[src/rtl/oflow_buffer_fsm_write_if.sv]
// Core-to-buffer write handshake bundle for oflow_buffer_fsm_write.
// The core side (master) presents one group per ready pulse; the buffer
// side (slave) returns the memory-line write controls and frame status.
interface oflow_buffer_fsm_write_if #(
    parameter int ROW_LEN       = 4,
    parameter int PE_LEN        = 5,
    parameter int REMAINDER_LEN = 2,
    parameter int ADDR_W        = 8,
    parameter int BBOX_CNT_W    = 10
);
    logic                     start_write;
    logic                     ready_from_core;
    logic [ROW_LEN-1:0]       row_sel;
    logic [PE_LEN-1:0]        pe_sel;
    logic [REMAINDER_LEN-1:0] remainder;

    logic                     we;
    logic [ADDR_W-1:0]        wr_addr;
    logic [ROW_LEN-1:0]       row_out;
    logic [PE_LEN-1:0]        pe_idx;
    logic [1:0]               lane_valid;
    logic                     done_write_buffer;
    logic [BBOX_CNT_W-1:0]    bbox_count;
    logic                     overrun_err;

    modport master (
        output start_write, ready_from_core, row_sel, pe_sel, remainder,
        input  we, wr_addr, row_out, pe_idx, lane_valid,
               done_write_buffer, bbox_count, overrun_err
    );

    modport slave (
        input  start_write, ready_from_core, row_sel, pe_sel, remainder,
        output we, wr_addr, row_out, pe_idx, lane_valid,
               done_write_buffer, bbox_count, overrun_err
    );
endinterface

[src/rtl/oflow_buffer_fsm_write.sv]
// Buffer-side write sequencer: each accepted core group becomes one or two
// memory-line writes holding two bboxes per line. Tracks the per-frame line
// address, a saturating bbox count and a sticky overrun flag.
module oflow_buffer_fsm_write #(
    parameter int PE_NUM        = 24,
    parameter int ROW_LEN       = 4,
    parameter int PE_LEN        = 5,
    parameter int REMAINDER_LEN = 2,
    parameter int ADDR_W        = 8,
    parameter int BBOX_CNT_W    = 10
) (
    input  logic                     clk,
    input  logic                     reset_N,
    oflow_buffer_fsm_write_if.slave  bus
);

    // Groups are 4 lanes wide and every lane index must fit in pe_idx.
    if ((PE_NUM % 4) != 0 || (PE_NUM - 1) >= (1 << PE_LEN)) begin : g_cfg_err
        $error("oflow_buffer_fsm_write: PE_NUM incompatible with PE_LEN");
    end

    typedef enum logic [1:0] {
        IDLE = 2'd0,
        WR0  = 2'd1,
        WR1  = 2'd2
    } state_t;

    state_t                  state_reg;
    logic [2:0]              n_reg;        // bboxes in the latched group, 1..4
    logic [PE_LEN-1:0]       base_reg;     // first lane of the latched group
    logic [ROW_LEN-1:0]      row_reg;
    logic                    we_reg;
    logic [PE_LEN-1:0]       pe_idx_reg;
    logic [1:0]              lane_valid_reg;
    logic                    done_reg;
    logic [ADDR_W-1:0]       addr_reg;
    logic [BBOX_CNT_W-1:0]   count_reg;
    logic                    err_reg;

    logic [2:0]              n_next;
    logic [PE_LEN-1:0]       base_next;
    logic [BBOX_CNT_W:0]     count_sum;

    // Decode the incoming group size and base lane from the handshake fields.
    always_comb begin
        n_next    = (bus.remainder == '0) ? 3'd4 : 3'(bus.remainder);
        base_next = {bus.pe_sel[PE_LEN-3:0], 2'b00};
        count_sum = {1'b0, count_reg}
                  + (BBOX_CNT_W+1)'(lane_valid_reg[0])
                  + (BBOX_CNT_W+1)'(lane_valid_reg[1]);
    end

    // Write sequencer with registered line controls and frame bookkeeping.
    always_ff @(posedge clk) begin
        if (!reset_N) begin
            state_reg      <= IDLE;
            n_reg          <= '0;
            base_reg       <= '0;
            row_reg        <= '0;
            we_reg         <= 1'b0;
            pe_idx_reg     <= '0;
            lane_valid_reg <= '0;
            done_reg       <= 1'b0;
            addr_reg       <= '0;
            count_reg      <= '0;
            err_reg        <= 1'b0;
        end else if (bus.start_write) begin
            // Frame restart aborts any in-flight group without a done pulse.
            state_reg      <= IDLE;
            we_reg         <= 1'b0;
            lane_valid_reg <= '0;
            done_reg       <= 1'b0;
            addr_reg       <= '0;
            count_reg      <= '0;
            err_reg        <= 1'b0;
        end else begin
            // Bookkeeping for the line being written this cycle.
            if (we_reg) begin
                addr_reg  <= addr_reg + ADDR_W'(1);
                count_reg <= count_sum[BBOX_CNT_W] ? '1 : count_sum[BBOX_CNT_W-1:0];
            end

            // A new group while one is still being written is a core protocol
            // violation: drop it and flag it.
            if (bus.ready_from_core && state_reg != IDLE) begin
                err_reg <= 1'b1;
            end

            case (state_reg)
                IDLE: begin
                    if (bus.ready_from_core) begin
                        state_reg      <= WR0;
                        n_reg          <= n_next;
                        base_reg       <= base_next;
                        row_reg        <= bus.row_sel;
                        we_reg         <= 1'b1;
                        pe_idx_reg     <= base_next;
                        lane_valid_reg <= (n_next >= 3'd2) ? 2'b11 : 2'b01;
                        done_reg       <= (n_next <= 3'd2);
                    end else begin
                        we_reg         <= 1'b0;
                        lane_valid_reg <= '0;
                        done_reg       <= 1'b0;
                    end
                end
                WR0: begin
                    if (n_reg > 3'd2) begin
                        state_reg      <= WR1;
                        we_reg         <= 1'b1;
                        pe_idx_reg     <= base_reg + PE_LEN'(2);
                        lane_valid_reg <= (n_reg == 3'd4) ? 2'b11 : 2'b01;
                        done_reg       <= 1'b1;
                    end else begin
                        state_reg      <= IDLE;
                        we_reg         <= 1'b0;
                        lane_valid_reg <= '0;
                        done_reg       <= 1'b0;
                    end
                end
                default: begin
                    state_reg      <= IDLE;
                    we_reg         <= 1'b0;
                    lane_valid_reg <= '0;
                    done_reg       <= 1'b0;
                end
            endcase
        end
    end

    assign bus.we                = we_reg;
    assign bus.wr_addr           = addr_reg;
    assign bus.row_out           = row_reg;
    assign bus.pe_idx            = pe_idx_reg;
    assign bus.lane_valid        = lane_valid_reg;
    assign bus.done_write_buffer = done_reg;
    assign bus.bbox_count        = count_reg;
    assign bus.overrun_err       = err_reg;

endmodule
[src/flat_wrapper.sv]
// flat-port wrapper written by rule: the top's interface ports become plain ports
module oflow_buffer_fsm_write_flat 
#(
    parameter int PE_NUM        = 24,
    parameter int ROW_LEN       = 4,
    parameter int PE_LEN        = 5,
    parameter int REMAINDER_LEN = 2,
    parameter int ADDR_W        = 8,
    parameter int BBOX_CNT_W    = 10
)
  (clk, reset_N, bus_start_write, bus_ready_from_core, bus_row_sel, bus_pe_sel, bus_remainder, bus_we, bus_wr_addr, bus_row_out, bus_pe_idx, bus_lane_valid, bus_done_write_buffer, bus_bbox_count, bus_overrun_err);
  oflow_buffer_fsm_write_if #(.ROW_LEN(ROW_LEN), .PE_LEN(PE_LEN), .REMAINDER_LEN(REMAINDER_LEN), .ADDR_W(ADDR_W), .BBOX_CNT_W(BBOX_CNT_W)) bus_i ();
  input  logic clk;
  input  logic reset_N;
  input wire logic [$bits(bus_i.start_write)-1:0] bus_start_write;
  input wire logic [$bits(bus_i.ready_from_core)-1:0] bus_ready_from_core;
  input wire logic [$bits(bus_i.row_sel)-1:0] bus_row_sel;
  input wire logic [$bits(bus_i.pe_sel)-1:0] bus_pe_sel;
  input wire logic [$bits(bus_i.remainder)-1:0] bus_remainder;
  output wire logic [$bits(bus_i.we)-1:0] bus_we;
  output wire logic [$bits(bus_i.wr_addr)-1:0] bus_wr_addr;
  output wire logic [$bits(bus_i.row_out)-1:0] bus_row_out;
  output wire logic [$bits(bus_i.pe_idx)-1:0] bus_pe_idx;
  output wire logic [$bits(bus_i.lane_valid)-1:0] bus_lane_valid;
  output wire logic [$bits(bus_i.done_write_buffer)-1:0] bus_done_write_buffer;
  output wire logic [$bits(bus_i.bbox_count)-1:0] bus_bbox_count;
  output wire logic [$bits(bus_i.overrun_err)-1:0] bus_overrun_err;
  assign bus_i.start_write = bus_start_write;
  assign bus_i.ready_from_core = bus_ready_from_core;
  assign bus_i.row_sel = bus_row_sel;
  assign bus_i.pe_sel = bus_pe_sel;
  assign bus_i.remainder = bus_remainder;
  assign bus_we = bus_i.we;
  assign bus_wr_addr = bus_i.wr_addr;
  assign bus_row_out = bus_i.row_out;
  assign bus_pe_idx = bus_i.pe_idx;
  assign bus_lane_valid = bus_i.lane_valid;
  assign bus_done_write_buffer = bus_i.done_write_buffer;
  assign bus_bbox_count = bus_i.bbox_count;
  assign bus_overrun_err = bus_i.overrun_err;
  oflow_buffer_fsm_write #(.PE_NUM(PE_NUM), .ROW_LEN(ROW_LEN), .PE_LEN(PE_LEN), .REMAINDER_LEN(REMAINDER_LEN), .ADDR_W(ADDR_W), .BBOX_CNT_W(BBOX_CNT_W)) u_core (.clk(clk), .reset_N(reset_N), .bus(bus_i));
endmodule
[config.mk]
export PLATFORM = sky130hd
export DESIGN_NAME = oflow_buffer_fsm_write_flat
export DESIGN_NICKNAME = d
export VERILOG_FILES = /design/src/rtl/oflow_buffer_fsm_write_if.sv /design/src/rtl/oflow_buffer_fsm_write.sv /design/src/flat_wrapper.sv
export SDC_FILE = /design/constraint.sdc
export NUM_CORES = 1
export LEC_CHECK = 0
export BUFFER_PORTS_ARGS = -buffer_cell sky130_fd_sc_hd__buf_2
export CELL_PAD_IN_SITES_DETAIL_PLACEMENT = 0
export CELL_PAD_IN_SITES_GLOBAL_PLACEMENT = 1
export CORE_MARGIN = 4
export CORE_UTILIZATION = 37
export DETAILED_ROUTE_END_ITERATION = 8
export HOLD_SLACK_MARGIN = 0.03
export PLACE_DENSITY_LB_ADDON = 0.12
export SLEW_MARGIN = 10
export SYNTH_ARGS = -nofsm -noshare
export SYNTH_HDL_FRONTEND = slang
export SYNTH_SLANG_ARGS = --single-unit
[constraint.sdc]
create_clock -name clk -period 2.3 [get_ports clk]
set_input_delay 0.115 -clock clk [delete_from_list [all_inputs] [get_ports clk]]
set_output_delay 0.115 -clock clk [all_outputs]
set_load 0.02 [all_outputs]
* Word level (Yosys, flattened, before mapping)
Cells that the tools add are included.
Word-level totals: latch bits 0, ROM bits 0, logic and storage cells 50, RAM bits 0, register bits after elaboration 40, memories 0
Operators by class: div/mod/pow operators 0, mux-type cells 18, add/subtract/negate cells 4, multiply operators 0, reductions and logical operators 8, eq/ne operators 4, shifts and indexed selects 0, order comparisons 3, bitwise gates (word level) 2
Operators by type and width (count):
- two-way mux 2 bit | 6
- adder 10 x 1 -> 11 bit | 1
- adder 11 x 1 -> 11 bit | 1
- two-way mux 10 bit | 1
- two-way mux 5 bit | 2
- case mux 5 bit (2 select lines) | 1
- adder 8 x 1 -> 8 bit, second input constant | 1
- case mux 2 bit (2 select lines) | 2
- adder 5 x 2 -> 5 bit, second input constant | 1
- zero test 2 bit | 2
- case mux 1 bit (2 select lines) | 2
- AND reduction 4 bit | 1
- nonzero test 2 bit | 2
- equality test 3 bit, second input constant | 1
- >= comparator 3 x 2 -> 1 bit, second input constant | 1
- > comparator 3 x 2 -> 1 bit, second input constant | 1
- <= comparator 3 x 2 -> 1 bit, second input constant | 1
- two-way mux 1 bit | 3
- two-way mux 3 bit | 1
- AND reduction 3 bit | 1
- equality test 2 x 1 -> 1 bit, second input constant | 1
- != test 2 x 1 -> 1 bit, second input constant | 1
- != test 2 bit, second input constant | 1
- inverter 1 bit | 2
- other kinds (2) | 2

* Depth between registers and ports, before layout
Gate-level depths: netlist of the first run.
word-level depth 6, depth in mapped cells 9, depth with buffers taken out 8

* Least setup slack after synthesis of the first run
OpenSTA, ideal clock, no wires.
path kind reg-to-reg, start point register u_core.lane_valid_reg[0] (netlist: u_core.bus.lane_valid[0]), end point register u_core.count_reg[7] (netlist: u_core.bus.bbox_count[7]), data required time 2229 ps, arrival time 2144 ps, cell stages (with the launch flop) 10, library setup time 71 ps, period minus slack after synthesis 2215 ps, setup slack 85 ps, path through dfxtp_1 buf_2 inv_1 fa_1 inv_1 ha_1 nand3_1 nor2_1 nand3_1 a21oi_1
Between the ends: longest elaborated chain between the ends 3
RTL lines:
- start: declaration | line oflow_buffer_fsm_write.sv:34 | logic [1:0] lane_valid_reg;
- start signal: assignment | line oflow_buffer_fsm_write.sv:98 | lane_valid_reg <= (n_next >= 3'd2) ? 2'b11 : 2'b01;
- start signal: assignment | line oflow_buffer_fsm_write.sv:111 | lane_valid_reg <= (n_reg == 3'd4) ? 2'b11 : 2'b01;
- adder 10 x 1 -> 11 bit | line oflow_buffer_fsm_write.sv:49 | + (BBOX_CNT_W+1)'(lane_valid_reg[0])
- adder 11 x 1 -> 11 bit | line oflow_buffer_fsm_write.sv:50 | + (BBOX_CNT_W+1)'(lane_valid_reg[1]);
- two-way mux 10 bit | line oflow_buffer_fsm_write.sv:80 | count_reg <= count_sum[BBOX_CNT_W] ? '1 : count_sum[BBOX_CNT_W-1:0];
- end signal: assignment | line oflow_buffer_fsm_write.sv:80
- end: declaration | line oflow_buffer_fsm_write.sv:37 | logic [BBOX_CNT_W-1:0] count_reg;
Every way passes these cells. A chain may end at the register's enable or synchronous reset.

* Final worst setup path of the first run
start point register u_core.count_reg[0] (netlist: u_core.bus.bbox_count[0]), end point register u_core.count_reg[8] (netlist: u_core.bus.bbox_count[8])
Between the ends: longest elaborated chain between the ends 3
RTL lines (line):
- adder 10 x 1 -> 11 bit | oflow_buffer_fsm_write.sv:49
- adder 11 x 1 -> 11 bit | oflow_buffer_fsm_write.sv:50
- two-way mux 10 bit | oflow_buffer_fsm_write.sv:80
Every way passes these cells.

==> reports/qor.yml, run 1 <==
run_status:
  run_status: "complete, no violations"
floorplan:
  rows: 24
  die_w_microns: 74.9
  start_util_pct: 38.0
  fp.dieH_microns: 74.9
  io_pins: 47
  design.core.area_sq_um: 4350
  dieArea_sq_um: 5600
timing:
  fin_ws_ps: 330
  worst_slew_pin_slew_ps: 601
  rsz0062_at_grt: "no"
  finalCritPeriodShare_pct: 85.6
  layout_min_cycle_time_ps: 1970
  drv_slew: 0
  setup_viol: 0
  finalClockSkew_ps: 5.64
  tns_ps: 0
  fmax_ghz: 0.508
  hold-worst-slack_ps: 76.2
  hold_violations: 0
  slew_headroom_pct: 59.7
cts:
  clock_path_buffers: 2
  clkLatencyLatePin_ps: 280
  clkTransAtPathRegs_ps: 70
  cts_setup_buffers: 0
  cts.sinks: 38
  cts-buffers-inserted: 5
  cts-root-buf: "clkbuf_8"
  cts_tree: "yes"
  hold_buffers: 0
  h-tree-depth: 2
  ctsResizeCount: 0
power:
  irDropWorstVdd_v: 0.000323
  total_power_mw: 1.25
  p_per_area_nw_per_um2: 623
  leakage_nw: 0.898
worst_setup_path:
  path_delay_family: "adder cells"
  critPathBufInv: 2
  cp_slowest_cell: "fa_1"
  path_max_fanout: 5
  cp_common_cell: "inv_1"
  crit_arrival_ps: 2160
  worstSetupStartpointType: "register"
  max_stage_delay_ps: 430
  crit_type: "reg2reg"
  end_kind: "register"
  path_cells: "inv_1 -> fa_1 -> inv_1 -> ha_1 -> nand3_1 -> nor2_2 -> a31oi_1 -> a311oi_1"
  critPathRequiredTime_ps: 2490
global_route:
  grt_usage_pct: 13.8
  met1_usage_pct: 16.8
  grt_pass1_wl_mm: 5.93
  use_met3_pct: 5.21
  antenna_found_initial: 0
  grt_pass1_vias: 1330
  grt_use_met2_pct: 21.8
  grt_max_degree: 17
  grt-busiest-layer: "met2"
  grt_overflow: 0
synth:
  yosys.area.top_type: "dfxtp_1"
  synth_ff_type: "dfxtp_1"
  synth_area_leaders: "dfxtp_1 46%, nand2_1 6.6%, a21oi_1 4.2%, a21boi_0 4.1%, xor2_1 3.2%"
  synth.net_count: 206
  synthCells: 186
  yosys_warnings: 0
  ys_seq_area_share_pct: 46.0
  synth.top_cell.area_share_pct: 46.0
  syn-cell-area_sq_um: 1650
  synth-async-reset-ratio_pct: 0
  synth-seq-cells: 38
  syn_area_per_cell_sq_um: 8.89
  synth-edff-count: 0
  ys_types: 37
layout:
  diodes: 0
  largest_reg_flops: 10
  fillers: 419
  layout.area.seq_sq_um: 761
  fin_nets: 250
  multi_input_area_sq_um: 826
  syn_to_final_growth_pct: 21.3
  drive_gt1_share_pct: 25.1
detailed_routing:
  dr.first_iter.drc_count: 50
  wl_per_cell_microns: 12.4
  drc: 0
  first_pass_iters: 4
  viasPerCell: 4.94
  ant_nets: 0
  num_vias: 1399
  routed_wirelength_mm: 3.50
placement:
  numPortBuffers: 43
  gp_congestion: 0.727
  dpl.hpwl_mm: 2.59
  place_ws_ps: 188
job:
  max_cap_violations: 0
worst_hold_path:
  hp-class: "in2reg"
==> kinds of logic after synthesis <==
logic type               Yosys count  synth area share [%]
XOR/XNOR                           9                  4.77
AO/OA/AOI/OAI                     39                  16.6
flip-flops                        38                  46.0
multiplexers                       5                  3.03
other                              1                 0.227
AND/OR/NAND/NOR                   72                  20.7
adder cells (fa/ha/maj)            5                  4.24
buffers and inverters             17                  4.54
==> synth_stat cells, types with 4 or more instances <==
cell type and count:
dfxtp_1 38, a21oi_1 14, or3_1 4, xor2_1 6, o21ai_0 5, inv_1 9, a21boi_0 9, nor3_1 6
nand4_1 4, nand2_1 29, nor2_1 13, ha_1 4, mux2i_1 5
==> path summary, 6_finish.rpt <==
check,from,end,slack (ps),depth (start not counted)
setup / recovery,u_core.bus.bbox_count[0]$_SDFFE_PP0P_,u_core.bus.bbox_count[8]$_SDFFE_PP0P_,330,8
setup reg to reg,u_core.bus.bbox_count[0]$_SDFFE_PP0P_,u_core.bus.bbox_count[8]$_SDFFE_PP0P_,330,8
hold reg to reg,u_core.bus.overrun_err$_SDFFE_PP0P_,u_core.bus.overrun_err$_SDFFE_PP0P_,440,2
hold / removal,bus_row_sel[3],u_core.bus.row_out[3]$_SDFFE_PN0P_,80,3
==> layer usage <==
metal  vias up  part of all wire (%)
met5         -                     0
met4         0                   1.9
met3         6                   6.7
met2        38                    47
met1       634                    44
li1        721                     -
==> report_power, final <==
part	internal [mW]	total, mW	switching [mW]
clock	0.242	0.461	0.219
combinational	0.0423	0.107	0.0644
sequential	0.673	0.683	0.00955
==> placed cells by master, fill, tap and decap left out, drive strengths merged <==
cell and instances:
a311oi 1, nor3b 1, nand3 3, nand2 29, o211a 3, xor2 6, conb 1, clkinv 1
a2111oi 1, nand4 4, o21ai 5, inv 9, nor2b 2, ha 4, fa 1, nand2b 3
or3 4, a21boi 10, buf 45, nand4b 1, and3 3, nor3 7, a31oi 2, a21oi 14
o21bai 1, or2 1, dfxtp 38, nor2 14, clkbuf 7, mux2i 5, a41o 1, a21o 1
xnor2 3
==> area by class of cell <==
| class | count | area share, % |
|---|---|---|
| Multi-Input combinational cell | 131 | 41.1 |
| Sequential cell | 38 | 37.9 |
| Timing Repair Buffer | 45 | 11.5 |
| Clock buffer | 7 | 4.30 |
| Tap cell | 52 | 3.24 |
| Inverter | 9 | 1.68 |
| Clock inverter | 1 | 0.249 |
==> worst reg2reg max path, stage by stage (launching register included) <==
cell and delay [ps]:
dfxtp_1 350, inv_1 70, fa_1 430, inv_1 70
ha_1 180, nand3_1 150, nor2_2 250, a31oi_1 120
a311oi_1 280
==> stage by stage <==
| step | cell area, sq um | util [%] | cells |
|---|---|---|---|
| after floorplan | 1650 | - | 186 |
| final | 2010 | 46.1 | 283 |
| after global routing | 2010 | 46.1 | 283 |
| after CTS | 2000 | 45.9 | 283 |
| after global placement | 1910 | 43.8 | 275 |
| after detailed placement | 1910 | 43.8 | 275 |
No activity file was read; power rests on OpenSTA's default activity.
==> run 2, diff against run 1 <==
Settings changed: ABC_AREA from default to 1, CORE_UTILIZATION 37 to 38, CTS_BUF_LIST from default to sky130_fd_sc_hd__clkbuf_2 sky130_fd_sc_hd__clkbuf_4 sky130_fd_sc_hd__clkbuf_8.
==> run 2 against run 1 <==
Effect of this change:
- synthesized area up 4.7%
- clock skew decreased by 3.1 ps
- count of clock-buffer cells in the layout is 1 lower
- final cell count grew 18%
- critical endpoint is now u_core.bus.bbox_count[3]$_SDFFE_PP0P_
- synthesized cell count up 25%
- highest routed layer unchanged
- largest power group is now clock
- sequential power about the same
- flip-flop and latch count did not move
- non-clock buffer count grew 1
==> reports/qor.yml, run 2 <==
worst_setup_path:
  reg2regPathDepth: 8  # unchanged
  critPathRequiredTime_ps: 2520  # +30 ps
  crit_start: "u_core.bus.bbox_count[0]$_SDFFE_PP0P_"
  path_cells: "inv_1 -> fa_1 -> inv_1 -> ha_1 -> nand3_1 -> nor2_2 -> nand4_1 -> a21oi_1"
  path_max_fanout: 5  # unchanged
  cp_slowest_cell: "fa_1"
  r2r_end: "u_core.bus.bbox_count[3]$_SDFFE_PP0P_"
  cp-endpoint: "u_core.bus.bbox_count[3]$_SDFFE_PP0P_"
  critPathBufInv: 2  # unchanged
  rr_startpoint: "u_core.bus.bbox_count[0]$_SDFFE_PP0P_"
  cp_common_cell: "inv_1"
  crit_type: "reg2reg"
  cp.depth: 8  # unchanged
  reg2reg_slack_ps: 390  # +60 ps
  end_kind: "register"
  max_stage_delay_ps: 400  # -30 ps
  path_delay_family: "adder cells"
  worstSetupStartpointType: "register"
  crit_arrival_ps: 2130  # -30 ps
global_route:
  grt_pass1_wl_mm: 6.26  # +5.5%
  grt_usage_pct: 14.4  # +0.61 points
  grt_overflow: 0  # unchanged
  grt_pass1_vias: 1391  # +4.6%
  antenna_found_initial: 0  # unchanged
  grt_max_degree: 20  # +3
synth:
  synth_most_common_cell: "nand2_1"
  synthTopCellsByCount: "45 x nand2_1, 38 x dfxtp_1, 33 x nor2_1"
  synth_area_leaders: "dfxtp_1 44%, nand2_1 9.8%, nor2_1 7.2%, a21oi_1 6.6%, inv_1 5.9%"
  synth-async-reset-ratio_pct: 0  # unchanged
  synth-seq-cells: 38  # unchanged
  synth_ff_type: "dfxtp_1"
  synthCells: 233  # +25%
  yosys.area.top_type: "dfxtp_1"
  ys_types: 28  # -24%
  syn-cell-area_sq_um: 1730  # +4.7%
  ys_seq_area_share_pct: 43.9  # -2.1 points
  synth.top_cell.area_share_pct: 43.9  # -2.1 points
  yosys_warnings: 0  # unchanged
  synth-edff-count: 0  # unchanged
  synth.net_count: 253  # +23%
  syn_area_per_cell_sq_um: 7.43  # -16%
run_status:
  run_status: "complete, no violations"
detailed_routing:
  wl_per_cell_microns: 10.9  # -12%
  dr.first_iter.drc_count: 61  # +22%
  routed_wirelength_mm: 3.63  # +3.8%
  first_pass_iters: 4  # unchanged
  num_vias: 1565  # +12%
  ant_nets: 0  # unchanged
  drc: 0  # unchanged
  viasPerCell: 4.70  # -4.9%
floorplan:
  die_w_microns: 75.5  # +0.86%
  dieArea_sq_um: 5700  # +1.7%
  design.core.area_sq_um: 4380  # +0.69%
  fp.dieH_microns: 75.5  # +0.86%
  start_util_pct: 39.5  # +1.5 points
  rows: 24  # unchanged
  io_pins: 47  # unchanged
cts:
  ctsResizeCount: 0  # unchanged
  cts-buffers-inserted: 5  # unchanged
  cts.sinks: 38  # unchanged
  cts_tree: "yes"
  cts_setup_buffers: 0  # unchanged
  clkLatencyLatePin_ps: 290  # about the same
  cts-root-buf: "clkbuf_8"
  clkTransAtPathRegs_ps: 70  # about the same
  clock_path_buffers: 2  # unchanged
  h-tree-depth: 2  # unchanged
  hold_buffers: 2  # +2
layout:
  final_util_pct: 48.6  # +2.5 points
  fin_cells: 333  # +18%
  fin_nets: 300  # +20%
  syn_to_final_growth_pct: 23.1
  layout_common_cells: "45 x nand2_1, 43 x buf_2, 38 x dfxtp_1"
  diodes: 0  # unchanged
  drive_gt1_share_pct: 23.5  # -1.6 points
  fillers: 480  # +15%
  final_common_cell: "nand2_1"
  fin_area_sq_um: 2130  # +6.2%
  largest_reg_flops: 10  # unchanged
power:
  p_per_area_nw_per_um2: 706  # +13%
  leakage_nw: 0.995  # +11%
  total_power_mw: 1.51  # +20%
  irDropWorstVdd_v: 0.000373  # +16%
timing:
  rsz0062_at_grt: "no"
  layout_min_cycle_time_ps: 1910  # -58.6 ps
  fmax_ghz: 0.523  # +3.1%
  fin_ws_ps: 389  # +58.6 ps
  finalCritPeriodShare_pct: 83.1  # -2.5 points
  setup_viol: 0  # unchanged
  tns_ps: 0  # unchanged
  finalClockSkew_ps: 2.50  # -3.14 ps
  hold_violations: 0  # unchanged
  drv_slew: 0  # unchanged
  hold-worst-slack_ps: 46.0  # -30.2 ps
placement:
  place_ws_ps: 390  # +202 ps
  dpl.hpwl_mm: 2.69  # +3.8%
  gp_congestion: 0.755  # +3.9%
  numPortBuffers: 43  # unchanged
  placedCellCount: 323  # +17%
  place_area_sq_um: 1970  # +3.2%
job:
  max_cap_violations: 0  # unchanged
worst_hold_path:
  hp-class: "in2reg"
run 2: cell types whose count changed after synthesis, moves of 4 or more:
cell      previous run  this run
nor2_1              13        33
inv_1                9        27
nand2_1             29        45
o21ai_0              5        15
a21boi_0             9         0
a21oi_1             14        23
nand3_1              3        11
xor2_1               6         1
inv_2                0         4
mux2i_1              5         1
nor3_1               6         2
or3_1                4         0
run 2: worst min path at each step:
stage	from	end	slack [ps]	cells past startpoint
final	bus_row_sel[3]	u_core.bus.row_out[3]$_SDFFE_PN0P_	50	3
after global routing	bus_row_sel[3]	u_core.bus.row_out[3]$_SDFFE_PN0P_	50	3
after CTS	bus_row_sel[3]	u_core.bus.row_out[3]$_SDFFE_PN0P_	40	3
after detailed placement	bus_row_sel[1]	u_core.bus.row_out[1]$_SDFFE_PN0P_	340	3
after global placement	bus_row_sel[0]	u_core.bus.row_out[0]$_SDFFE_PN0P_	340	3
after floorplan	bus_row_sel[0]	u_core.bus.row_out[0]$_SDFFE_PN0P_	250	2
run 2: cells by family (layout without fill, tap and decap cells):
kind of cell	after synthesis	after routing	share of synthesized area [%]
buffers and inverters	37	85	9.61
xor gates and xnor gates	3	3	1.52
and+or+nand+nor	108	108	28.5
muxes	1	1	0.578
other	1	1	0.217
adders and majority gates	5	5	4.05
DFF	38	38	43.9
AOI/OAI and AO/OA	40	40	11.6
run 2: report_power, final:
group / switching (mW) / leakage, nW / total (mW) / internal, mW
sequential: 0.00860 / 0.309 / 0.684 / 0.675
combinational: 0.0772 / 0.615 / 0.119 / 0.0414
clock: 0.241 / 0.0714 / 0.704 / 0.463
total: 0.327 / 0.995 / 1.51 / 1.18
run 2: tightest hold or removal path, cell delays in order:
cell and delay, ps:
buf_2 70, nor2_1 30, nor2_1 80
run 2: per-layer routing:
| metal | GRT usage, % | share of wire, % |
|---|---|---|
| met1 | 18.5 | 47 |
| met2 | 21.9 | 44 |
| met3 | 5.41 | 7.2 |
| met4 | 5.83 | 1.8 |
| met5 | 0 | 0 |
run 2: final cells by class:
type / instances / area [sq um] / share of cell area (%)
clock buffers: 6 / 82.6 / 3.87
clock inverters: 2 / 60.1 / 2.82
inverters: 31 / 116 / 5.46
multi-input cells: 158 / 805 / 37.7
flip-flops and latches: 38 / 761 / 35.7
well taps: 52 / 65.1 / 3.05
repair buffers: 46 / 243 / 11.4
==> run 3, diff against run 2 <==
Settings changed: CORE_UTILIZATION 38 to 34.
Clock period 2.3 ns to 1.7 ns, I/O delays scaled along.
==> run 3 against run 2 <==
Effect of this change:
- sequential share of layout area fell by 0.63 points
- total power rose by 13%
- setup slack got worse by 380 ps
- utilization fell by 3.2 points
- highest routed layer unchanged
- largest power group is now sequential cells
- hold slack improved by 9.9 ps
- fmax rose by 13%
- critical path type unchanged
- clock power fell by 13%
- critical path depth rose by 4
==> reports/qor.yml, run 3 (synthesis gave the netlist of run 2 again) <==
run_status:
  run_status: "complete, no violations"
layout:
  fin_nets: 306  # +2.0%
  fin_cells: 353  # +6.0%
  layout_common_cells: "44 x nand2_1, 43 x buf_2, 35 x dfxtp_1"
  largest_reg_flops: 10  # unchanged
  fin_area_sq_um: 2190  # +2.6%
  final_util_pct: 45.4  # -3.2 points
  syn_to_final_growth_pct: 26.4
  drive_gt1_share_pct: 27.6  # +4.1 points
  final_common_cell: "nand2_1"
  diodes: 0  # unchanged
floorplan:
  design.core.area_sq_um: 4820  # +9.9%
  io_pins: 47  # unchanged
  rows: 25  # +4.2%
  fp.dieH_microns: 79.4  # +5.1%
  die_w_microns: 79.4  # +5.1%
  dieArea_sq_um: 6300  # +10%
  start_util_pct: 35.9  # -3.5 points
timing:
  finalClockSkew_ps: 5.86  # +3.36 ps
  drv_slew: 0  # unchanged
  setup_viol: 0  # unchanged
  fin_ws_ps: 5.45  # -383 ps
  rsz0062_at_grt: "yes"
  hold_violations: 0  # unchanged
  finalCritPeriodShare_pct: 99.7  # +17 points
  hold-worst-slack_ps: 55.9  # +9.89 ps
  layout_min_cycle_time_ps: 1690  # -217 ps
  fmax_ghz: 0.590  # +13%
placement:
  placedCellCount: 340  # +5.3%
  place_area_sq_um: 2030  # +3.3%
  numPortBuffers: 43  # unchanged
  place_ws_ps: -77.3  # -467 ps
  gp_congestion: 0.728  # -3.5%
  dpl.hpwl_mm: 2.83  # +5.3%
job:
  max_cap_violations: 0  # unchanged
worst_setup_path:
  crit_arrival_ps: 1870  # -260 ps
  crit_type: "reg2reg"
  worstSetupStartpointType: "register"
  reg2regPathDepth: 12  # +4
  reg2reg_slack_ps: 5  # -380 ps
  path_max_fanout: 4  # -1
  end_kind: "register"
  critPathRequiredTime_ps: 1880  # -640 ps
detailed_routing:
  wl_per_cell_microns: 10.6  # -3.2%
  drc: 0  # unchanged
  num_vias: 1594  # +1.9%
  first_pass_iters: 4  # unchanged
  dr.first_iter.drc_count: 47  # -23%
  ant_nets: 0  # unchanged
  routed_wirelength_mm: 3.73  # +2.6%
  viasPerCell: 4.52  # -3.9%
cts:
  cts.sinks: 38  # unchanged
  clock_path_buffers: 2  # unchanged
  cts-root-buf: "clkbuf_8"
  clkTransAtPathRegs_ps: 70  # about the same
  cts-buffers-inserted: 5  # unchanged
  cts_tree: "yes"
  clkLatencyLatePin_ps: 290  # about the same
  h-tree-depth: 2  # unchanged
global_route:
  grt_pass1_wl_mm: 6.72  # +7.4%
  grt_pass1_vias: 1480  # +6.4%
  antenna_found_initial: 0  # unchanged
  grt_overflow: 0  # unchanged
  grt_usage_pct: 13.4  # -0.99 points
  grt_max_degree: 20  # unchanged
worst_hold_path:
  hp-class: "in2reg"
  worstHoldPathCells: 3  # unchanged
power:
  leakage_nw: 0.995  # about the same
  p_per_area_nw_per_um2: 779  # +10%
  irDropWorstVdd_v: 0.000382  # +2.5%
==> run 3: cell count changes in the layout (fill, tap and decap cells not counted), moves of 3 or more <==
| cell | before | now |
|---|---|---|
| inv_1 | 27 | 24 |
| inv_2 | 4 | 7 |
| dfxtp_1 | 38 | 35 |
| buf_4 | 1 | 5 |
==> run 3: path summary, 6_finish.rpt <==
path                                               from                                     to
hold / removal                         bus_remainder[1]           u_core.n_reg[1]$_SDFFE_PN0P_
setup reg to reg  u_core.bus.bbox_count[0]$_SDFFE_PP0P_  u_core.bus.bbox_count[6]$_SDFFE_PP0P_
setup / recovery  u_core.bus.bbox_count[0]$_SDFFE_PP0P_  u_core.bus.bbox_count[6]$_SDFFE_PP0P_
hold reg to reg         u_core.base_reg[2]$_SDFFE_PN0P_        u_core.base_reg[2]$_SDFFE_PN0P_
==> run 3: report_power, final <==
group	switching, mW	total [mW]	leakage [nW]	internal, mW
logic	0.105	0.166	0.640	0.0604
clock network	0.299	0.614	0.0452	0.314
registers	0.0121	0.926	0.310	0.914
total	0.417	1.71	0.995	1.29
==> run 3: what timing repair did <==
item | in CTS | in global routing
endpoints found under the hold margin | 4 | 0
pin swaps | 4 | 8
setup buffers | 0 | 2
endpoints found under the setup margin | 6 | 9
gates resized for setup | 2 | 3
hold buffers | 4 | 0
==> run 3: final cells by class <==
class | instances | area, sq um
multi-input cells | 158 | 845
flip-flops and latches | 38 | 767
clock buffers | 7 | 83.8
fillers | 545 | 2630
inverters | 31 | 116
well taps | 67 | 83.8
repair buffers | 52 | 293
==> run 3: worst max-delay path, stage by stage, from the launching register on <==
cell,delay [ps]
dfxtp_2,340
inv_2,40
fa_2,380
inv_2,80
ha_4,140
nand3_4,80
nor2_4,120
buf_4,130
nand2_2,60
nand2_1,60
nand2_1,40
nor2_1,80
nor2_1,40
==> run 3: through the flow <==
stage               total power [mW]  setup TNS [ps]
CTS                             1.74           -13.6
global placement                1.11           -40.2
floorplan                       1.06           -1110
finish                          1.71               0
global route                    1.81            -600
detailed placement              1.11            -234
==> run 3: layer usage <==
layer / up-vias / GRT usage, % / wire (microns)
met2: 25 / 22.5 / 1790
li1: 847 / - / -
met1: 716 / 16.4 / 1710
met3: 6 / 4.31 / 173
met4: 0 / 4.12 / 51
met5: - / 0 / 0
